$ cat src/rtl/fwft_byte_packer_pkg.sv
// Shared types and constants for the FWFT byte packer.
package compair_packer_pkg;

  // Packer control states: gathering bytes, or presenting a finished word.
  typedef enum logic {
    FILL = 1'b0,
    HOLD = 1'b1
  } state_e;

  // Link idle symbol that may be dropped from the byte stream.
  localparam logic [7:0] IDLE_BYTE        = 8'hBC;
  // Default filler for unused lanes of a timed-out partial word.
  localparam logic [7:0] DEFAULT_PAD_BYTE = 8'hFF;

endpackage : compair_packer_pkg

$ cat src/rtl/fwft_byte_packer_flush_timer.sv
// Idle timer for the byte packer: counts enabled cycles and flags expiry
// on the cycle it reaches TIMEOUT-1. With TIMEOUT=0 it never expires.
module packer_flush_timer #(
  parameter int TIMEOUT = 64
) (
  input  logic clk,
  input  logic rst,
  input  logic clear,
  input  logic enable,
  output logic expire
);

  if (TIMEOUT == 0) begin : g_off
    // Flushing disabled: no counter, expiry tied low.
    logic unused_inputs;
    assign unused_inputs = ^{clk, rst, clear, enable};
    assign expire        = 1'b0;
  end else begin : g_on
    localparam int TW = $clog2(TIMEOUT + 1);

    logic [TW-1:0] timer;

    // Count idle cycles; any clear (pop or flush) restarts from zero.
    always_ff @(posedge clk) begin
      // NOTE: sequential state is always assigned with <= so every register
      // samples the pre-edge values of the others.
      if (rst || clear) begin
        timer <= '0;
      end else if (enable) begin
        timer <= timer + TW'(1);
      end
    end

    assign expire = enable && (timer == TW'(TIMEOUT - 1));
  end

endmodule : packer_flush_timer

$ cat src/rtl/fwft_byte_packer.sv
// FWFT byte packer: pops bytes from a first-word-fall-through FIFO head and
// packs BYTES_PER_WORD of them MSB-first into a word on a valid/ready port.
// A partial word left idle for TIMEOUT cycles is flushed with PAD_BYTE lanes.
// Optional: define FWFT_PACKER_IDLE_DROP_EN to consume IDLE_BYTE without
// packing it.
module fwft_byte_packer
  import compair_packer_pkg::*;
#(
  parameter int         BYTES_PER_WORD = 4,
  parameter int         TIMEOUT        = 64,
  parameter logic [7:0] PAD_BYTE       = DEFAULT_PAD_BYTE
) (
  input  logic                                 clk,
  input  logic                                 rst,
  input  logic                                 fifo_empty,
  input  logic [7:0]                           fifo_data,
  output logic                                 fifo_read,
  output logic                                 word_valid,
  input  logic                                 word_ready,
  output logic [8*BYTES_PER_WORD-1:0]          word_data,
  output logic [$clog2(BYTES_PER_WORD+1)-1:0]  word_nbytes,
  output logic                                 word_flushed
);

  localparam int             CW   = $clog2(BYTES_PER_WORD + 1);
  localparam int             WW   = 8 * BYTES_PER_WORD;
  localparam logic [CW-1:0]  LAST = CW'(BYTES_PER_WORD - 1);

  state_e         state, state_next;
  logic [CW-1:0]  count;
  logic [WW-1:0]  acc, acc_next, flush_word;
  logic           is_idle, pack, complete, flush_go, handshake;
  logic           timer_clear, timer_enable, timer_expire;

  assign handshake = (state == HOLD) && word_valid && word_ready;

  // Pop whenever filling, or in the cycle that hands off the held word.
  always_comb begin
    // NOTE: every always_comb output gets a default first so no path leaves
    // it unassigned and a latch is never inferred.
    fifo_read = 1'b0;
    if (!rst && !fifo_empty) begin
      fifo_read = (state == FILL) || handshake;
    end
  end

`ifdef FWFT_PACKER_IDLE_DROP_EN
  assign is_idle = (fifo_data == IDLE_BYTE);
`else
  assign is_idle = 1'b0;
`endif

  // A popped idle byte is consumed but neither packed nor counted.
  assign pack     = fifo_read && !is_idle;
  assign complete = pack && (count == LAST);
  assign flush_go = (state == FILL) && timer_expire;

  // The timer runs only with a partial word waiting on an empty FIFO, so a
  // pop in the would-be expiry cycle always wins over the flush.
  assign timer_enable = (state == FILL) && (count != '0) && fifo_empty;
  assign timer_clear  = pack || flush_go;

  packer_flush_timer #(
    .TIMEOUT (TIMEOUT)
  ) u_flush_timer (
    .clk    (clk),
    .rst    (rst),
    .clear  (timer_clear),
    .enable (timer_enable),
    .expire (timer_expire)
  );

  // State register.
  always_ff @(posedge clk) begin
    if (rst) begin
      state <= FILL;
    end else begin
      state <= state_next;
    end
  end

  // Next-state: leave FILL on a full word or a flush, leave HOLD on handshake.
  always_comb begin
    state_next = state;
    case (state)
      FILL:    if (complete || flush_go) state_next = HOLD;
      HOLD:    if (handshake)            state_next = FILL;
      default: state_next = FILL;
    endcase
  end

  // Lane packing: byte number n lands in lane BYTES_PER_WORD-1-n; the flush
  // image pads every lane not yet written.
  always_comb begin
    acc_next   = acc;
    flush_word = acc;
    for (int i = 0; i < BYTES_PER_WORD; i++) begin
      if (pack && (count == CW'(BYTES_PER_WORD - 1 - i))) begin
        acc_next[8*i +: 8] = fifo_data;
      end
      if (CW'(BYTES_PER_WORD - 1 - i) >= count) begin
        flush_word[8*i +: 8] = PAD_BYTE;
      end
    end
  end

  // Byte count for the word being gathered; wraps only on completion/flush.
  always_ff @(posedge clk) begin
    if (rst || complete || flush_go) begin
      count <= '0;
    end else if (pack) begin
      count <= count + CW'(1);
    end
  end

  // Assembly register for the word being gathered.
  always_ff @(posedge clk) begin
    // NOTE: this datapath register has no reset; lanes are always rewritten
    // or padded before they can reach word_data, so stale bytes never leak.
    acc <= acc_next;
  end

  // Output word register: loaded on completion or flush, held until taken.
  always_ff @(posedge clk) begin
    if (rst) begin
      word_valid   <= 1'b0;
      word_data    <= '0;
      word_nbytes  <= '0;
      word_flushed <= 1'b0;
    end else if (complete) begin
      word_valid   <= 1'b1;
      word_data    <= acc_next;
      word_nbytes  <= CW'(BYTES_PER_WORD);
      word_flushed <= 1'b0;
    end else if (flush_go) begin
      word_valid   <= 1'b1;
      word_data    <= flush_word;
      word_nbytes  <= count;
      word_flushed <= 1'b1;
    end else if (handshake) begin
      word_valid   <= 1'b0;
    end
  end

endmodule : fwft_byte_packer
$ cat config.mk
export PLATFORM = sky130hd
export DESIGN_NAME = fwft_byte_packer
export DESIGN_NICKNAME = d
export VERILOG_FILES = /design/src/rtl/fwft_byte_packer_pkg.sv /design/src/rtl/fwft_byte_packer_flush_timer.sv /design/src/rtl/fwft_byte_packer.sv
export SDC_FILE = /design/constraint.sdc
export NUM_CORES = 1
export LEC_CHECK = 0
export ABC_AREA = 1
export CAP_MARGIN = 20
export CORE_AREA = 2 2 80 82
export DETAILED_ROUTE_END_ITERATION = 16
export DIE_AREA = 0 0 82 84
export GPL_TIMING_DRIVEN = 1
export PLACE_DENSITY = 0.87
export SKIP_CTS_REPAIR_TIMING = 1
export SYNTH_ARGS = -nofsm -noshare
export SYNTH_HDL_FRONTEND = slang
export SYNTH_SLANG_ARGS = --single-unit
export TNS_END_PERCENT = 50
$ cat constraint.sdc
create_clock -name clk -period 4.6 [get_ports clk]
set_input_delay 1.15 -clock clk [delete_from_list [all_inputs] [get_ports clk]]
set_output_delay 1.15 -clock clk [all_outputs]
set_load 0.005 [all_outputs]
* Word level (Yosys, flattened, before mapping)
Cells that the tools add are included.
** Storage, ports and cells
- Input bits :: 12
- Bits in writable memories :: 0
- Latch bits :: 0
- Word-level logic and storage cells :: 63
- Memory bits (read-only) :: 0
- Register bits :: 80
- Output and inout bits :: 38
- Memories :: 0
** Operators by class
- $add $sub $neg :: 2
- Mux-type cells :: 19
- Div/mod/pow operators :: 0
- Multiply operators :: 0
- Bitwise operators :: 1
- Reduce and logical (&&, ||, !) cells :: 24
- Eq/ne operators :: 4
- Order comparisons :: 4
- Shift operators :: 0
** Operator list (count)
- $mux 32 :: 2
- $mux 8 :: 8
- $logic_and 1x1->1 :: 11
- $add 7x1->7 const B :: 1
- $eq 7x6->1 const B :: 1
- $eq 3x2->1 const B :: 2
- $ge 1x3->1 const A :: 2
- $ge 2x3->1 const A :: 2
- $logic_or 1x1->1 :: 6
- $mux 1 :: 6
- $mux 3 :: 2
- $reduce_bool 3->1 :: 2
- $add 3x1->3 const B :: 1
- $eq 3x1->1 const B :: 1
- $logic_not 3->1 :: 1
- $logic_not 1->1 :: 2
- $pmux 1 s2 :: 1
- $reduce_bool 2->1 :: 1
- $reduce_or 2->1 :: 1
- $not 1->1 :: 1

* Depth between registers and ports, before layout
Gate-level depths: netlist of run 1.
- Depth in word-level cells :: 8
- Depth in mapped cells :: 12
- Gate-level depth less buffers :: 11

* Cells and area by module
From an unflattened synthesis of run 1, not the netlist that was laid out.
** Unflattened totals
- Cell total of the unflattened synthesis :: 460
- Area total of the unflattened synthesis :: 3467.1 um^2
** Modules (own cells, without submodules)
- fwft_byte_packer :: times used 1, sequential area each 1461.4 um^2, cells each 413, area each 3130.5 um^2
- packer_flush_timer :: times used 1, sequential area each 140.1 um^2, cells each 47, area each 336.6 um^2

* Worst setup path before layout of run 1
OpenSTA, ideal clock, no wires.
- Path kind :: input-to-output
- Start point :: in word_ready
- End point :: out fifo_read
- Path slack :: 1895 ps
- Arrival :: 1555 ps
- Stages :: 4
- Path buffers :: 0
- Data required time :: 3450 ps
- Cells stage by stage :: nand2_1 nand2_2 nand2_4 inv_2
** On the way
- Cells in the longest elaborated chain, start to end :: 3
** RTL lines
- start, declared :: RTL line fwft_byte_packer.sv:19 : input logic word_ready,
- $logic_and 1x1->1 :: RTL line fwft_byte_packer.sv:35 : assign handshake = (state == HOLD) && word_valid && word_ready;
- $logic_or 1x1->1 :: RTL line fwft_byte_packer.sv:43 : fifo_read = (state == FILL) || handshake;
- $mux 1 :: RTL line fwft_byte_packer.sv:42 : if (!rst && !fifo_empty) begin
- end, declared :: RTL line fwft_byte_packer.sv:17 : output logic fifo_read,
No other way between the ends.

* Final worst setup path of run 1
Same ends and word-level chain as after synthesis.

==> qor.yml, run 1 <==
outcome: "completed"
grt_pass1_vias: 3093
hold_class: "reg -> reg"
drv_cap: 0
fin_crit_sh: 0.805
ir_worst_vdd_v: 0.000221
syn_area_um2: 3420
drc: 0
drtPass1Iterations: 5
met1_usage: 0.309
die_h_um: 84
path_clk_slew_ns: 0.08
drv_slew: 0
path_class: "in -> out"
n_fill_cell: 538
skew_ns: 0.00488
ctsHtreeMaxLevel: 3
cts_max_path_buffers: 2
core_um2: 6100
r2r-start: "count[1]"
crit_path_start_kind: "primary input"
rsz0062_at_grt: "false"
global_route.peak_usage_layer: "met2"
synth.avg_cell_area_um2: 7.48
tightest_slew_ns: 0.696
yosysTopAreaCell: "dfxtp_1"
fmax_mhz: 270
crit_fanout: 5
die_w_um: 82
yosysUniqueCellTypes: 29
post_drt_wl_per_cell_um: 14.2
ant_nets: 0
synth-seq-cells: 80
place.gp.congestion: 0.917
drive_above_1_share: 0.0787
numCtsBuffers: 9
hp-start: "word_data[15]"
vias: 3159
start_util: 0.561
viasPerCell: 5.40
leakage_nw: 1.85
final-instance-count-excl-fill: 585
fin_nets: 520
tns_ns: 0
reg2reg_to: "word_data[9]"
min_path_cells: 2
yosysSeqAreaShare: 0.468
rr_worst_depth: 9
hold_viol_final: 0
place_hpwl_um: 5660
met2_usage: 0.395
drt_iter0_drc: 409
yosysWarnings: 0
worstPathArrival_ns: 2.55
grt_pass1_wl_um: 13600
insertion_delay_ns: 0.36
synth_top_area_frac: 0.468
required_ns: 3.45
dp.cells: 570
holdPathEnd: "word_data[15]"
cts-root-buf: "clkbuf_8"
globalRouteOverflowTotal: 0
relSlewSlack: 0.536
grt_usage: 0.254
grt_use_met3: 0.0541
ios: 50
end_kind: "output port"
p_per_area_nw_per_um2: 361
postSynthCellCount: 457
rows: 29
wl_um: 8330
synth_fp_nets: 473
port_buffers: 49
finalCriticalPeriod_ns: 3.70
r2r_slack_ns: 2.08
area_delta_synth_final_pct: 21.6
antenna_found_initial: 0
die_area_um2: 6890
cts_tree: "built"
diodes: 0
cts.sinks: 80
grt_max_degree: 22
yosys-top-cells-area: "dfxtp_1 (47%), nand2_1 (15%), nand3_1 (5.7%)"
setup_viol: 0
finalPower_mw: 1.50
placed cells by master, fill, tap and decap left out, types with 5 or more instances in the layout:
master	count
clkbuf_8	11
nand4_1	28
inv_1	30
nor2_1	44
dfxtp_1	80
a21oi_1	20
o21ai_1	17
nand3_1	39
nand2_1	141
clkdlybuf4s50_1	49
o21ai_0	5
cell families after synthesis:
kind of cell | count (synthesis) | synth area share
AOI/OAI and AO/OA | 44 | 0.0659
xor gates and xnor gates | 4 | 0.0102
adders and majority gates | 4 | 0.0146
buffers and inverters | 52 | 0.0673
DFF | 80 | 0.468
and+or+nand+nor | 273 | 0.374
area by class of cell:
| class | count | area [um2] | share of cell area |
|---|---|---|---|
| Clock buffer | 12 | 155 | 0.0373 |
| Sequential cell | 80 | 1600 | 0.385 |
| Multi-Input combinational cell | 325 | 1590 | 0.382 |
| Clock inverter | 3 | 65.1 | 0.0156 |
| Timing Repair Buffer | 53 | 520 | 0.125 |
| Inverter | 35 | 131 | 0.0316 |
| Tap cell | 77 | 96.3 | 0.0232 |
worst max-delay path: stages:
cell and delay (ns):
clkdlybuf4s50_1 0.48, nand2_1 0.08, nand2_2 0.09, nand2_4 0.10, inv_2 0.11, clkdlybuf4s50_1 0.54
worst max path at each step:
stage / from / endpoint / slack (ns) / depth (start not counted)
after floorplan: word_ready / fifo_read / 1.90 / 4
after global placement: word_ready / fifo_read / 0.95 / 6
after detailed placement: word_ready / fifo_read / 0.90 / 6
after CTS: word_ready / fifo_read / 0.89 / 6
after global routing: word_ready / fifo_read / 0.82 / 6
final: word_ready / fifo_read / 0.90 / 6
stage by stage:
step	utilization	hold WS (ns)	cell area, um2	setup slack, ns
CTS	0.682	0.455	4160	0.893
global placement	0.646	0.426	3940	0.946
floorplan	-	0.416	3420	1.90
finish	0.682	0.453	4160	0.895
global route	0.682	0.471	4160	0.823
detailed placement	0.646	0.436	3940	0.903
per-layer routing:
layer | wire length, um | vias up
li1 | - | 1582
met1 | 3490 | 1409
met2 | 3910 | 129
met3 | 583 | 39
met4 | 343 | 0
met5 | 0 | -
power breakdown:
part | switching [mW] | leakage, nW | internal, mW | total [mW]
Clock | 0.249 | 0.112 | 0.332 | 0.581
Sequential | 0.0305 | 0.654 | 0.753 | 0.784
Combinational | 0.0876 | 1.08 | 0.0494 | 0.137
Total | 0.368 | 1.85 | 1.13 | 1.50
flip-flops by register name, indices dropped and copies added (netlist names):
register,cells
acc,32
word_data,32
u_flush_timer.g_on.timer,7
count,3
word_nbytes,3
state,1
word_flushed,1
word_valid,1
cells in the mapped netlist, drive strengths merged:
| library cell | count |
|---|---|
| a21oi | 20 |
| clkbuf | 5 |
| buf | 12 |
| nand2 | 145 |
| dfxtp | 80 |
| nor3 | 2 |
| o21a | 2 |
| o21ai | 22 |
| clkinv | 1 |
| xnor2 | 1 |
| nand3 | 43 |
| nor2 | 52 |
| and2 | 2 |
| inv | 34 |
| xor2 | 3 |
| ha | 4 |
| nand4 | 28 |
| or2 | 1 |
Power figures use the tool's default switching activity.
==> inputs of run 2 (changes only) <==
--- a/config.mk
+++ b/config.mk
@@ -7,11 +7,11 @@
 export LEC_CHECK = 0
 export ABC_AREA = 1
 export CAP_MARGIN = 20
-export CORE_AREA = 2 2 80 82
+export CORE_AREA = 2 2 88 90
 export DETAILED_ROUTE_END_ITERATION = 16
-export DIE_AREA = 0 0 82 84
+export DIE_AREA = 0 0 90 92
 export GPL_TIMING_DRIVEN = 1
-export PLACE_DENSITY = 0.87
+export PLACE_DENSITY = 0.77
 export SKIP_CTS_REPAIR_TIMING = 1
 export SYNTH_ARGS = -nofsm -noshare
 export SYNTH_HDL_FRONTEND = slang
==> constraint.sdc (replaced) <==
create_clock -name clk -period 3.1 [get_ports clk]
set_input_delay 0.775 -clock clk [delete_from_list [all_inputs] [get_ports clk]]
set_output_delay 0.775 -clock clk [all_outputs]
set_load 0.005 [all_outputs]
==> run 2 against run 1 <==
Sequential power rose by 48%. Global-route usage fell by 4.9 points. Clock power is 27% higher. Worst setup slack worse by 0.74 ns. Core utilization is 12 points lower. Die area increased by 20%. Total power is 40% higher. Routed wire length down 2.8%. Cell count increased by 5.1%. Clock skew hardly changed. Cell area is 0.69% higher. Critical path type unchanged. Critical endpoint unchanged.
==> qor.yml, run 2 (synthesis results as in run 1) <==
vias: 3101  # -1.8%
crit_path_start_kind: "primary input"
wl_um: 8090  # -2.8%
die_w_um: 90  # +9.8%
top_layer: "met4"
met2_length_um: 3850  # -1.4%
tightest_slew_ns: 0.650  # -0.0453 ns
r2r_slack_ns: 0.85  # -1.23 ns
outcome: "completed"
ant_nets: 0  # unchanged
cts.sinks: 80  # unchanged
antenna_found_initial: 0  # unchanged
p_per_area_nw_per_um2: 501  # +39%
min_path_cells: 2  # unchanged
hold_viol_final: 0  # unchanged
start_util: 0.459  # -0.102
tns_ns: 0  # unchanged
required_ns: 2.32  # -1.13 ns
worstPathArrival_ns: 2.17  # -0.38 ns
die_area_um2: 8280  # +20%
cts_max_path_buffers: 2  # unchanged
globalRouteOverflowTotal: 0  # unchanged
hp-start: "acc[0]"
fmax_mhz: 340
drv_slew: 0  # unchanged
ir_worst_vdd_v: 0.000228  # +3.4%
port_buffers: 49  # unchanged
end_kind: "output port"
grt_pass1_vias: 2998  # -3.1%
rows: 32  # +10%
grt_pass1_wl_um: 13600  # +0.20%
path_clk_slew_ns: 0.08  # about the same
grt_max_degree: 21  # -4.5%
place.gp.congestion: 0.839  # -8.6%
drc: 0  # unchanged
whs_ns: 0.446  # -0.00768 ns
path_class: "in -> out"
drtPass1Iterations: 4  # -1
insertion_delay_ns: 0.36  # about the same
finalPower_mw: 2.10  # +40%
relSlewSlack: 0.563  # +0.0278
skew_ns: 0.00480  # -0.0000845 ns
r2r-start: "count[1]"
final_common_cell: "nand2_1"
cts_tree: "built"
drt_iter0_drc: 150  # -63%
drv_cap: 0  # unchanged
final_cell_mix: "nand2_1 (141), dfxtp_1 (80), clkdlybuf4s50_1 (49)"
numCtsBuffers: 9  # unchanged
leakage_nw: 1.85  # about the same
place_hpwl_um: 5810  # +2.6%
die_h_um: 92  # +9.5%
rr_worst_depth: 10  # +1
holdPathEnd: "acc[0]"
ios: 50  # unchanged
finalCriticalPeriod_ns: 2.94
grt_usage: 0.205  # -0.0491
dr_wl_met3_um: 536  # -8.1%
post_drt_wl_per_cell_um: 13.2  # -7.6%
fin_nets: 524  # +0.77%
diodes: 0  # unchanged
cts-root-buf: "clkbuf_8"
fin_crit_sh: 0.949
crit_fanout: 5  # unchanged
n_fill_cell: 706  # +31%
reg2reg_to: "word_data[31]"
drive_above_1_share: 0.0877  # +0.00898
reg_top3: "acc x32, word_data x32, u_flush_timer.g_on.timer x7"
hold_class: "reg -> reg"
rsz0062_at_grt: "false"
setup_viol: 0  # unchanged
core_um2: 7450  # +22%
ctsHtreeMaxLevel: 3  # unchanged
viasPerCell: 5.04  # -6.6%
met1_length_um: 3570  # +2.3%
area_delta_synth_final_pct: 22.4
[run 2: cell count changes in the layout (fill, tap and decap cells not counted)]
cell / delta
buf_4: +4
clkbuf_8: -2
clkinvlp_4: +2
clkinv_2: +2
bufinv_16: -1
[run 2: stage by stage]
| stage | worst slack (ns) | utilization | cells | cell area [um2] |
|---|---|---|---|---|
| 2_1_floorplan | 1.15 | - | 457 | 3420 |
| 3_3_place_gp | 0.205 | 0.537 | 599 | 4000 |
| 3_5_place_dp | 0.172 | 0.537 | 599 | 4000 |
| 4_1_cts | 0.160 | 0.562 | 615 | 4190 |
| 5_1_grt | 0.0985 | 0.562 | 615 | 4190 |
| 6_report | 0.158 | 0.562 | 615 | 4190 |
[run 2: worst max path at each step]
stage               start        end  slack, ns  cells after the start
2_1_floorplan  word_ready  fifo_read       1.15                      4
3_3_place_gp   word_ready  fifo_read       0.20                      6
3_5_place_dp   fifo_empty  fifo_read       0.17                      5
4_1_cts        word_ready  fifo_read       0.16                      6
5_1_grt        word_ready  fifo_read        0.1                      6
6_report       fifo_empty  fifo_read       0.16                      5
[run 2: critical path, stage by stage]
cell	delay [ns]
clkdlybuf4s50_1	0.47
nor2_4	0.17
nand2_4	0.11
inv_2	0.12
clkdlybuf4s50_1	0.52
[run 2: layout make-up]
type,count,area [um2],share of cell area
repair buffers,57,551,0.132
clock buffers,10,128,0.0305
well taps,102,128,0.0305
inverters,35,131,0.0314
clock inverters,6,60.1,0.0143
flip-flops and latches,80,1600,0.383
multi-input cells,325,1590,0.379
[run 2: layer usage]
layer / global-route usage / vias to the layer above
met1: 0.257 / 1412
met4: 0.0949 / 0
met2: 0.340 / 89
met3: 0.0444 / 12
li1: - / 1588
met5: 0 / -
[run 2: power breakdown]
group | total (mW) | internal, mW | switching (mW)
registers | 1.16 | 1.12 | 0.0430
clock network | 0.739 | 0.367 | 0.372
logic | 0.198 | 0.0743 | 0.123
total | 2.10 | 1.56 | 0.538
